### src/rtl/cpu_pkg.sv
// Shared constants and types for the 5-stage MIPS pipeline.
package cpu_pkg;

  localparam int DATA_W = 32;
  localparam int REG_W  = 5;

  typedef enum logic {
    IDLE = 1'b0,
    WAIT = 1'b1
  } mem_state_t;

  // Values written into the WB control fields when a bubble is inserted
  localparam logic WREG_BUBBLE  = 1'b0;
  localparam logic M2REG_BUBBLE = 1'b0;

endpackage

### src/rtl/mem_stage_reg_mewb.sv
// ME->WB pipeline register: sync active-low reset, load enable, bubble insert.
module reg_mewb #(
  parameter int DW = 32
) (
  input  logic                     clock,
  input  logic                     reset_0,
  input  logic                     en,
  input  logic                     bubble,
  input  logic [DW-1:0]            ans_me,
  input  logic [DW-1:0]            mdata_me,
  input  logic [cpu_pkg::REG_W-1:0] rw_me,
  input  logic                     wreg_me,
  input  logic                     m2reg_me,
  output logic [DW-1:0]            ans_wb,
  output logic [DW-1:0]            mdata_wb,
  output logic [cpu_pkg::REG_W-1:0] rw_wb,
  output logic                     wreg_wb,
  output logic                     m2reg_wb
);
  import cpu_pkg::*;

  always_ff @(posedge clock) begin
    if (!reset_0) begin
      ans_wb   <= '0;
      mdata_wb <= '0;
      rw_wb    <= '0;
      wreg_wb  <= 1'b0;
      m2reg_wb <= 1'b0;
    end else begin
      // A bubble only kills the control fields; data fields simply hold
      if (bubble) begin
        wreg_wb  <= WREG_BUBBLE;
        m2reg_wb <= M2REG_BUBBLE;
      end else if (en) begin
        wreg_wb  <= wreg_me;
        m2reg_wb <= m2reg_me;
      end
      if (en && !bubble) begin
        ans_wb   <= ans_me;
        mdata_wb <= mdata_me;
        rw_wb    <= rw_me;
      end
    end
  end

endmodule

### src/rtl/mem_stage.sv
// MIPS ME stage: data-memory handshake FSM, stall generation, bounded-wait
// timeout with sticky bus error, and the ME->WB register.
module mem_stage #(
  parameter int DATA_W   = cpu_pkg::DATA_W,
  parameter int MAX_WAIT = 15
) (
  input  logic                      clock,
  input  logic                      reset_0,
  input  logic [DATA_W-1:0]         ans_me,
  input  logic [DATA_W-1:0]         b_me,
  input  logic [cpu_pkg::REG_W-1:0] rw_me,
  input  logic                      wreg_me,
  input  logic                      wmem_me,
  input  logic                      rmem_me,
  output logic                      dm_req,
  output logic                      dm_we,
  output logic [DATA_W-1:0]         dm_addr,
  output logic [DATA_W-1:0]         dm_wdata,
  input  logic [DATA_W-1:0]         dm_rdata,
  input  logic                      dm_ready,
  output logic                      stall,
  output logic [DATA_W-1:0]         ans_wb,
  output logic [DATA_W-1:0]         mdata_wb,
  output logic [cpu_pkg::REG_W-1:0] rw_wb,
  output logic                      wreg_wb,
  output logic                      m2reg_wb,
  output logic                      bus_err
);
  import cpu_pkg::*;

  localparam int CNT_W = $clog2(MAX_WAIT + 1);
  localparam logic [CNT_W-1:0] CNT_MAX = CNT_W'(MAX_WAIT);

  mem_state_t        state_reg, state_next;
  logic [CNT_W-1:0]  wait_cnt_reg, wait_cnt_next;
  logic              bus_err_reg;

  logic              access;
  logic              is_load;
  logic              timeout;
  logic              done;
  logic [DATA_W-1:0] mdata_me;

  assign access  = rmem_me | wmem_me;
  // Store has priority when both load and store are flagged
  assign is_load = rmem_me & ~wmem_me;

  assign dm_req   = reset_0 & ((state_reg == WAIT) | access);
  assign dm_we    = wmem_me;
  assign dm_addr  = ans_me;
  assign dm_wdata = b_me;

  assign timeout = (state_reg == WAIT) & (wait_cnt_reg == CNT_MAX) & ~dm_ready;
  assign done    = dm_req & (dm_ready | timeout);
  assign stall   = dm_req & ~done;

  assign mdata_me = (is_load & dm_ready) ? dm_rdata : '0;
  assign bus_err  = bus_err_reg;

  always_ff @(posedge clock) begin
    if (!reset_0) begin
      state_reg    <= IDLE;
      wait_cnt_reg <= '0;
      bus_err_reg  <= 1'b0;
    end else begin
      state_reg    <= state_next;
      wait_cnt_reg <= wait_cnt_next;
      if (timeout)
        bus_err_reg <= 1'b1;
    end
  end

  // Counter cannot pass CNT_MAX: that cycle always completes (ready or timeout)
  always_comb begin
    state_next    = state_reg;
    wait_cnt_next = wait_cnt_reg;
    case (state_reg)
      IDLE: begin
        if (access && !dm_ready) begin
          state_next    = WAIT;
          wait_cnt_next = '0;
        end
      end
      WAIT: begin
        if (done)
          state_next = IDLE;
        else
          wait_cnt_next = wait_cnt_reg + 1'b1;
      end
      default: state_next = IDLE;
    endcase
  end

  reg_mewb #(
    .DW(DATA_W)
  ) u_reg_mewb (
    .clock    (clock),
    .reset_0  (reset_0),
    .en       (~stall),
    .bubble   (stall),
    .ans_me   (ans_me),
    .mdata_me (mdata_me),
    .rw_me    (rw_me),
    .wreg_me  (wreg_me),
    .m2reg_me (is_load),
    .ans_wb   (ans_wb),
    .mdata_wb (mdata_wb),
    .rw_wb    (rw_wb),
    .wreg_wb  (wreg_wb),
    .m2reg_wb (m2reg_wb)
  );

endmodule
### config.mk
export PLATFORM = sky130hd
export DESIGN_NAME = mem_stage
export DESIGN_NICKNAME = d
export VERILOG_FILES = /design/src/rtl/cpu_pkg.sv /design/src/rtl/mem_stage_reg_mewb.sv /design/src/rtl/mem_stage.sv
export SDC_FILE = /design/constraint.sdc
export NUM_CORES = 1
export LEC_CHECK = 0
export ABC_AREA = 1
export BUFFER_PORTS_ARGS = -buffer_cell sky130_fd_sc_hd__buf_2
export CAP_MARGIN = 25
export CORE_MARGIN = 3
export CORE_UTILIZATION = 30
export DETAILED_ROUTE_END_ITERATION = 16
export GPL_TIMING_DRIVEN = 0
export SYNTH_ARGS = -nofsm -noshare
export SYNTH_HDL_FRONTEND = slang
export SYNTH_SLANG_ARGS = --single-unit
### constraint.sdc
create_clock -name clock -period 1.8 [get_ports clock]
set_clock_uncertainty 0.1 [all_clocks]
set_input_delay 0.09 -clock clock [delete_from_list [all_inputs] [get_ports clock]]
set_output_delay 0.09 -clock clock [all_outputs]
set_load 0.01 [all_outputs]
* Word level (Yosys, flattened, before mapping)
Index checks and enable logic that the tools add are counted.
** Cells by class
- Add/subtract/negate cells :: 1
- Eq/ne operators :: 3
- Multiplexer cells :: 7
- Bitwise gates (word level) :: 16
- Reductions and logical operators :: 6
** Operator list (count)
- 2-to-1 mux 32 bit :: 1
- 2-to-1 mux 4 bit :: 2
- case mux 4 bit (2 select lines) :: 1
- AND 1 bit :: 7
- NOT 1 bit :: 6
- adder 4 x 1 -> 4 bit, second input constant :: 1
- equality test 4 bit, second input constant :: 1
- inequality test 2 bit, second input constant :: 2
- OR 1 bit :: 3
- logical AND 1 bit :: 2
- logical NOT 1 bit :: 2
- 2-to-1 mux 1 bit :: 2
- case mux 1 bit (2 select lines) :: 1
- AND reduction 2 bit :: 1
- OR reduction 2 bit :: 1
** Storage, ports and cells
- Bits in registers :: 77

* Depth between registers and ports, before layout
- Word-level depth :: 9
- Gate-level depth with buffers :: 9
- Depth with buffers taken out :: 9

* Hierarchy
From an unflattened synthesis, not the netlist that was laid out.
** Second synthesis, totals
- Cell total of the unflattened synthesis :: 639
- Area total of the unflattened synthesis :: 4050.1 µm²
** Modules (own cells, without submodules)
- reg_mewb :: instances 1, cells an instance 456, area an instance 2986.6 µm²
- mem_stage :: instances 1, cells an instance 183, area an instance 1063.5 µm²

* Worst setup path before layout
OpenSTA, ideal clock, no wires.
- Path kind :: register to register
- Start point :: register wait_cnt_reg[0]
- End point :: register u_reg_mewb.ans_wb[22]
- Setup time :: 0.114 ns
- Data arrival time :: 1.227 ns
- Setup slack :: 0.359 ns
- Stages on the path, launching flop included :: 10
- Path buffers :: 1
- Clock period less this slack :: 1.441 ns
- Path through :: dfxtp_1 > ha_1 > nand2_1 > o21ai_2 > inv_2 > nand2_4 > inv_2 > buf_2 > nand2_1 > nand2_1
** On the way
- Longest elaborated chain between the ends :: 9
- Elaborated cells between the ends (all ways) :: 10
- Classes of those cells :: 1 x eq/ne; 7 x bitwise; 2 x reduce/logical
** Ends and longest elaborated chain
- from (decl) :: line mem_stage.sv:35 : logic [CNT_W-1:0] wait_cnt_reg, wait_cnt_next;
- from (signal assigned) :: line mem_stage.sv:67 : wait_cnt_reg <= wait_cnt_next;
- equality test 4 bit * :: line mem_stage.sv:53 : assign timeout = (state_reg == WAIT) & (wait_cnt_reg == CNT_MAX) & ~dm_ready;
- AND 1 bit * (2 in series) :: line mem_stage.sv:53
- OR 1 bit * :: line mem_stage.sv:54 : assign done = dm_req & (dm_ready | timeout);
- AND 1 bit * :: line mem_stage.sv:54
- NOT 1 bit * :: line mem_stage.sv:55 : assign stall = dm_req & ~done;
- AND 1 bit * :: line mem_stage.sv:55
- named net stall :: line mem_stage.sv:21 : output logic stall,
- logical NOT 1 bit or NOT 1 bit (tied branches) :: line mem_stage_reg_mewb.sv:38, mem_stage.sv:99
- logical AND 1 bit * :: line mem_stage_reg_mewb.sv:38 : if (en && !bubble) begin
- to (signal assigned) :: line mem_stage_reg_mewb.sv:39 : ans_wb <= ans_me;
- to (decl) :: line mem_stage_reg_mewb.sv:14 : output logic [DW-1:0] ans_wb,
The timed path passes the listed nets; every way through them passes the cells marked *.
A chain may end at the register's enable or synchronous reset.

* Final worst setup path
- Start point :: register wait_cnt_reg[1]
- End point :: register u_reg_mewb.mdata_wb[7]
** On the way
- Longest elaborated chain between the ends :: 9
- Elaborated cells between the ends (all ways) :: 10
- Classes of those cells :: 1 x eq/ne; 7 x bitwise; 2 x reduce/logical
** Ends and longest elaborated chain
- equality test 4 bit * :: line mem_stage.sv:53
- AND 1 bit * (2 in series) :: line mem_stage.sv:53
- OR 1 bit * :: line mem_stage.sv:54
- AND 1 bit * :: line mem_stage.sv:54
- NOT 1 bit * :: line mem_stage.sv:55
- AND 1 bit * :: line mem_stage.sv:55
- logical NOT 1 bit or NOT 1 bit (tied branches) :: line mem_stage_reg_mewb.sv:38, mem_stage.sv:99
- logical AND 1 bit * :: line mem_stage_reg_mewb.sv:38
- to (signal assigned) :: line mem_stage_reg_mewb.sv:40 : mdata_wb <= mdata_me;
- to (decl) :: line mem_stage_reg_mewb.sv:15 : output logic [DW-1:0] mdata_wb,
Every way passes the cells marked *; elsewhere a longest branch is shown, timed or not.

==> flow_summary.json <==
{
  "grt_max_degree": 13,
  "cts_tree": "done",
  "timing.critical_path.slowest_stage_cell": "sky130_fd_sc_hd__dfxtp_2",
  "drt-total-wl_um": 10500,
  "arrival_ns": 1.84,
  "worst_skew_pair.late_latency_ns": 0.34,
  "netSwitchingFraction_pct": 24.5,
  "max_cap_violation_count": 0,
  "whs_ns": 0.0301,
  "layout_worst_path_cycle_share_pct": 93.1,
  "path_class_of_the_lowest_slack_min_delay_path": "in2reg",
  "syn_area_um2": 3250,
  "drv_slew": 0,
  "synthesis.area_per_instance_um2": 7.77,
  "critPathLaunch": "wait_cnt_reg[1]",
  "avgRoutedWirePerCell_um": 12.2,
  "cts.sinks": 77,
  "pwr_density_cell_nw_per_um2": 763,
  "grt_pass1_wl_um": 16100,
  "synthFlopType": "sky130_fd_sc_hd__dfxtp_1",
  "clockBufferDepth": 2,
  "htree_levels": 3,
  "design.portCount": 246,
  "detailed_place_hpwl_um": 7190,
  "max_freq_mhz": 596,
  "post-synth-top-count-cell": "sky130_fd_sc_hd__nand2_1",
  "worst_slew_pin_slew_ns": 0.487,
  "detailroute.via_count": 3673,
  "setup_viol": 0,
  "initial_utilization_pct": 31.2,
  "hold_start": "reset_0",
  "largest_registers": "u_reg_mewb.ans_wb x32, u_reg_mewb.mdata_wb x32, u_reg_mewb.rw_wb x5",
  "viasPerCell": 4.30,
  "synthTopCellsByArea": "sky130_fd_sc_hd__dfxtp_1 (47%), sky130_fd_sc_hd__nand2_1 (17%), sky130_fd_sc_hd__buf_4 (15%)",
  "clkTransAtPathRegs_ns": 0.08,
  "timing_hold_violations_final": 0,
  "ys_async_sr_fraction_pct": 0,
  "dr.first_iter.drc_count": 167,
  "synth_nets": 526,
  "endpoint_kind_of_the_worst_setup_timing_path": "register",
  "postSynthRegisterBits": 77,
  "status": "finished, final reports clean",
  "timing.critical_path.from_type": "register",
  "gp_congestion": 0.702,
  "timing.setup.critical_path_class": "reg2reg",
  "grtUsageTotal_pct": 16.8,
  "drive_gt1_share_pct": 45.3,
  "post_synth_num_cell_types": 22,
  "syn-instance-count": 418,
  "critical_path.cell_chain": "ha_4, nand2_2, o21ai_2, inv_2, nand2_4, buf_4, nand2_2, buf_2, o21ai_1",
  "die_h_um": 110,
  "p_clk_share_pct": 37.4,
  "synth.top_cell.area_share_pct": 47.4,
  "fill_cell_instance_count_of_the_final_layout": 1000,
  "regArea_um2": 1550,
  "die_width_um": 110,
  "period_minus_slack_ns": 1.68,
  "first_global_vias": 3525,
  "drt_first_pass_iters": 4,
  "max-slew-margin-rel_pct": 67.5,
  "setup-tns-final_ns": 0,
  "comb_power_share_pct": 18.9,
  "worstRegToRegCells": 9,
  "synth_edf_count": 0,
  "worstPathRequired_ns": 1.96,
  "critical_path_peak_fanout": 10,
  "clock_tree.root_cell": "sky130_fd_sc_hd__clkbuf_8",
  "core_region_area_um2": 10400,
  "final_antenna_net_count": 0,
  "crit_path_max_incr_delay_ns": 0.36,
  "min_path_cells": 3,
  "std_cell_rows": 37,
  "grt_overflow": 0,
  "synth.yosys.seq_area_share_pct": 47.4,
  "setup_repair_after_global_routing_missed_its_margin": "no",
  "multi_input_area_um2": 1080,
  "most_instantiated_cells_after_synthesis": "sky130_fd_sc_hd__nand2_1 (149), sky130_fd_sc_hd__dfxtp_1 (77), sky130_fd_sc_hd__buf_4 (65)",
  "share_seq_of_total_power_pct": 43.8,
  "port_buffers": 212,
  "initial_antenna_violation_count": 0,
  "critical_path.reg2reg.endpoint": "u_reg_mewb.mdata_wb[7]",
  "drc_errors": 0,
  "cellInternalPower_mw": 3.16,
  "timing.critical_path.mode_cell": "sky130_fd_sc_hd__nand2_2",
  "die_area_um2": 12100,
  "origin_of_the_critical_flop_to_flop_path": "wait_cnt_reg[1]",
  "yosys_warnings": 0,
  "min_to": "wait_cnt_reg[1]",
  "yosys.area.top_type": "sky130_fd_sc_hd__dfxtp_1",
  "net-switching-power_mw": 1.03,
  "reg2reg_setup_slack_ns": 0.12,
  "max-vdd-ir-drop_uv": 468,
  "flow.area_growth_from_synthesis_pct": 68.9,
  "antenna-diode-count": 0,
  "cts-buffers-inserted": 9,
  "layout.nets": 824,
  "static-leakage-power_nw": 2.90
}
[cell families (layout without fill, tap and decap cells)]
logic type | after synthesis | after routing | synth area share, %
and+or+nand+nor | 203 | 203 | 25.8
AOI/OAI and AO/OA | 39 | 39 | 6.35
buffers and inverters | 98 | 399 | 20.0
DFF | 77 | 77 | 47.4
adders and majority gates | 1 | 1 | 0.385
[final cells by class]
type	count	share of cell area, %
buffer	86	11.0
clock buffer	10	2.51
clock inverter	4	1.78
inverter	11	0.843
multi-input combinational	243	19.6
sequential	77	28.2
tap	136	3.10
timing repair buffer	288	33.0
[routing by layer]
metal	vias to the layer above	global-route usage [%]	wire, um
met5	-	0	0
met4	0	6.95	226
met3	20	4.02	962
met2	170	30.1	5220
met1	1628	18.9	4050
li1	1855	-	-
[how the worst max path moves through the flow]
stage / end / slack, ns
4_1_cts: stall / 0.009
6_report: u_reg_mewb.mdata_wb[7] / 0.12
3_5_place_dp: u_reg_mewb.mdata_wb[7] / 0.12
3_3_place_gp: stall / 0.14
5_1_grt: u_reg_mewb.mdata_wb[5] / 0.001
2_1_floorplan: u_reg_mewb.ans_wb[22] / 0.36
[repair_timing]
action                                 in CTS  in global routing
gates resized for setup                     6                  7
endpoints found under the hold margin      71                  0
setup buffers                               4                  0
pin swaps                                   1                  1
setup endpoints to repair                   1                  4
hold buffers                               72                  0
[through the flow]
| step | power (mW) | setup WS (ns) | std cells | area [um^2] | utilization, % |
|---|---|---|---|---|---|
| 2_1_floorplan | 2.23 | 0.359 | 418 | 3250 | - |
| 3_3_place_gp | 2.52 | 0.139 | 766 | 4480 | 43.0 |
| 3_5_place_dp | 2.53 | 0.123 | 766 | 4480 | 43.0 |
| 4_1_cts | 4.24 | 0.00921 | 856 | 5480 | 52.6 |
| 5_1_grt | 4.40 | 0.00102 | 855 | 5490 | 52.7 |
| 6_report | 4.19 | 0.123 | 855 | 5490 | 52.7 |
[cells in the final DEF (no fill, tap or decap), types with 4 or more instances in the layout]
cell type	Yosys	final
sky130_fd_sc_hd__o21ai_0	4	4
sky130_fd_sc_hd__nor2_1	7	6
sky130_fd_sc_hd__nand3_1	42	42
sky130_fd_sc_hd__buf_4	65	69
sky130_fd_sc_hd__inv_1	8	8
sky130_fd_sc_hd__clkbuf_1	5	4
sky130_fd_sc_hd__buf_2	12	223
sky130_fd_sc_hd__o21ai_1	28	28
sky130_fd_sc_hd__a21oi_1	4	4
sky130_fd_sc_hd__dlygate4sd3_1	0	72
sky130_fd_sc_hd__dfxtp_1	77	74
sky130_fd_sc_hd__nand2_1	149	148
sky130_fd_sc_hd__clkbuf_8	0	10
[critical path: cells and delay by family, from the launching register on]
kind	cells	cell delay [ns]
fa+ha+maj	1	0.14
simple gates	3	0.25
flops	1	0.36
compound gates	2	0.33
buf+inv	3	0.41
[power groups by stage]
stage               combinational (mW)  clock [mW]  sequential (mW)
global placement                 0.654           0             1.87
finish                           0.790        1.57             1.83
global route                     0.876        1.68             1.84
CTS                              0.795        1.62             1.83
detailed placement               0.662           0             1.87
floorplan                        0.322           0             1.91
(Power assumes the default switching activity.)
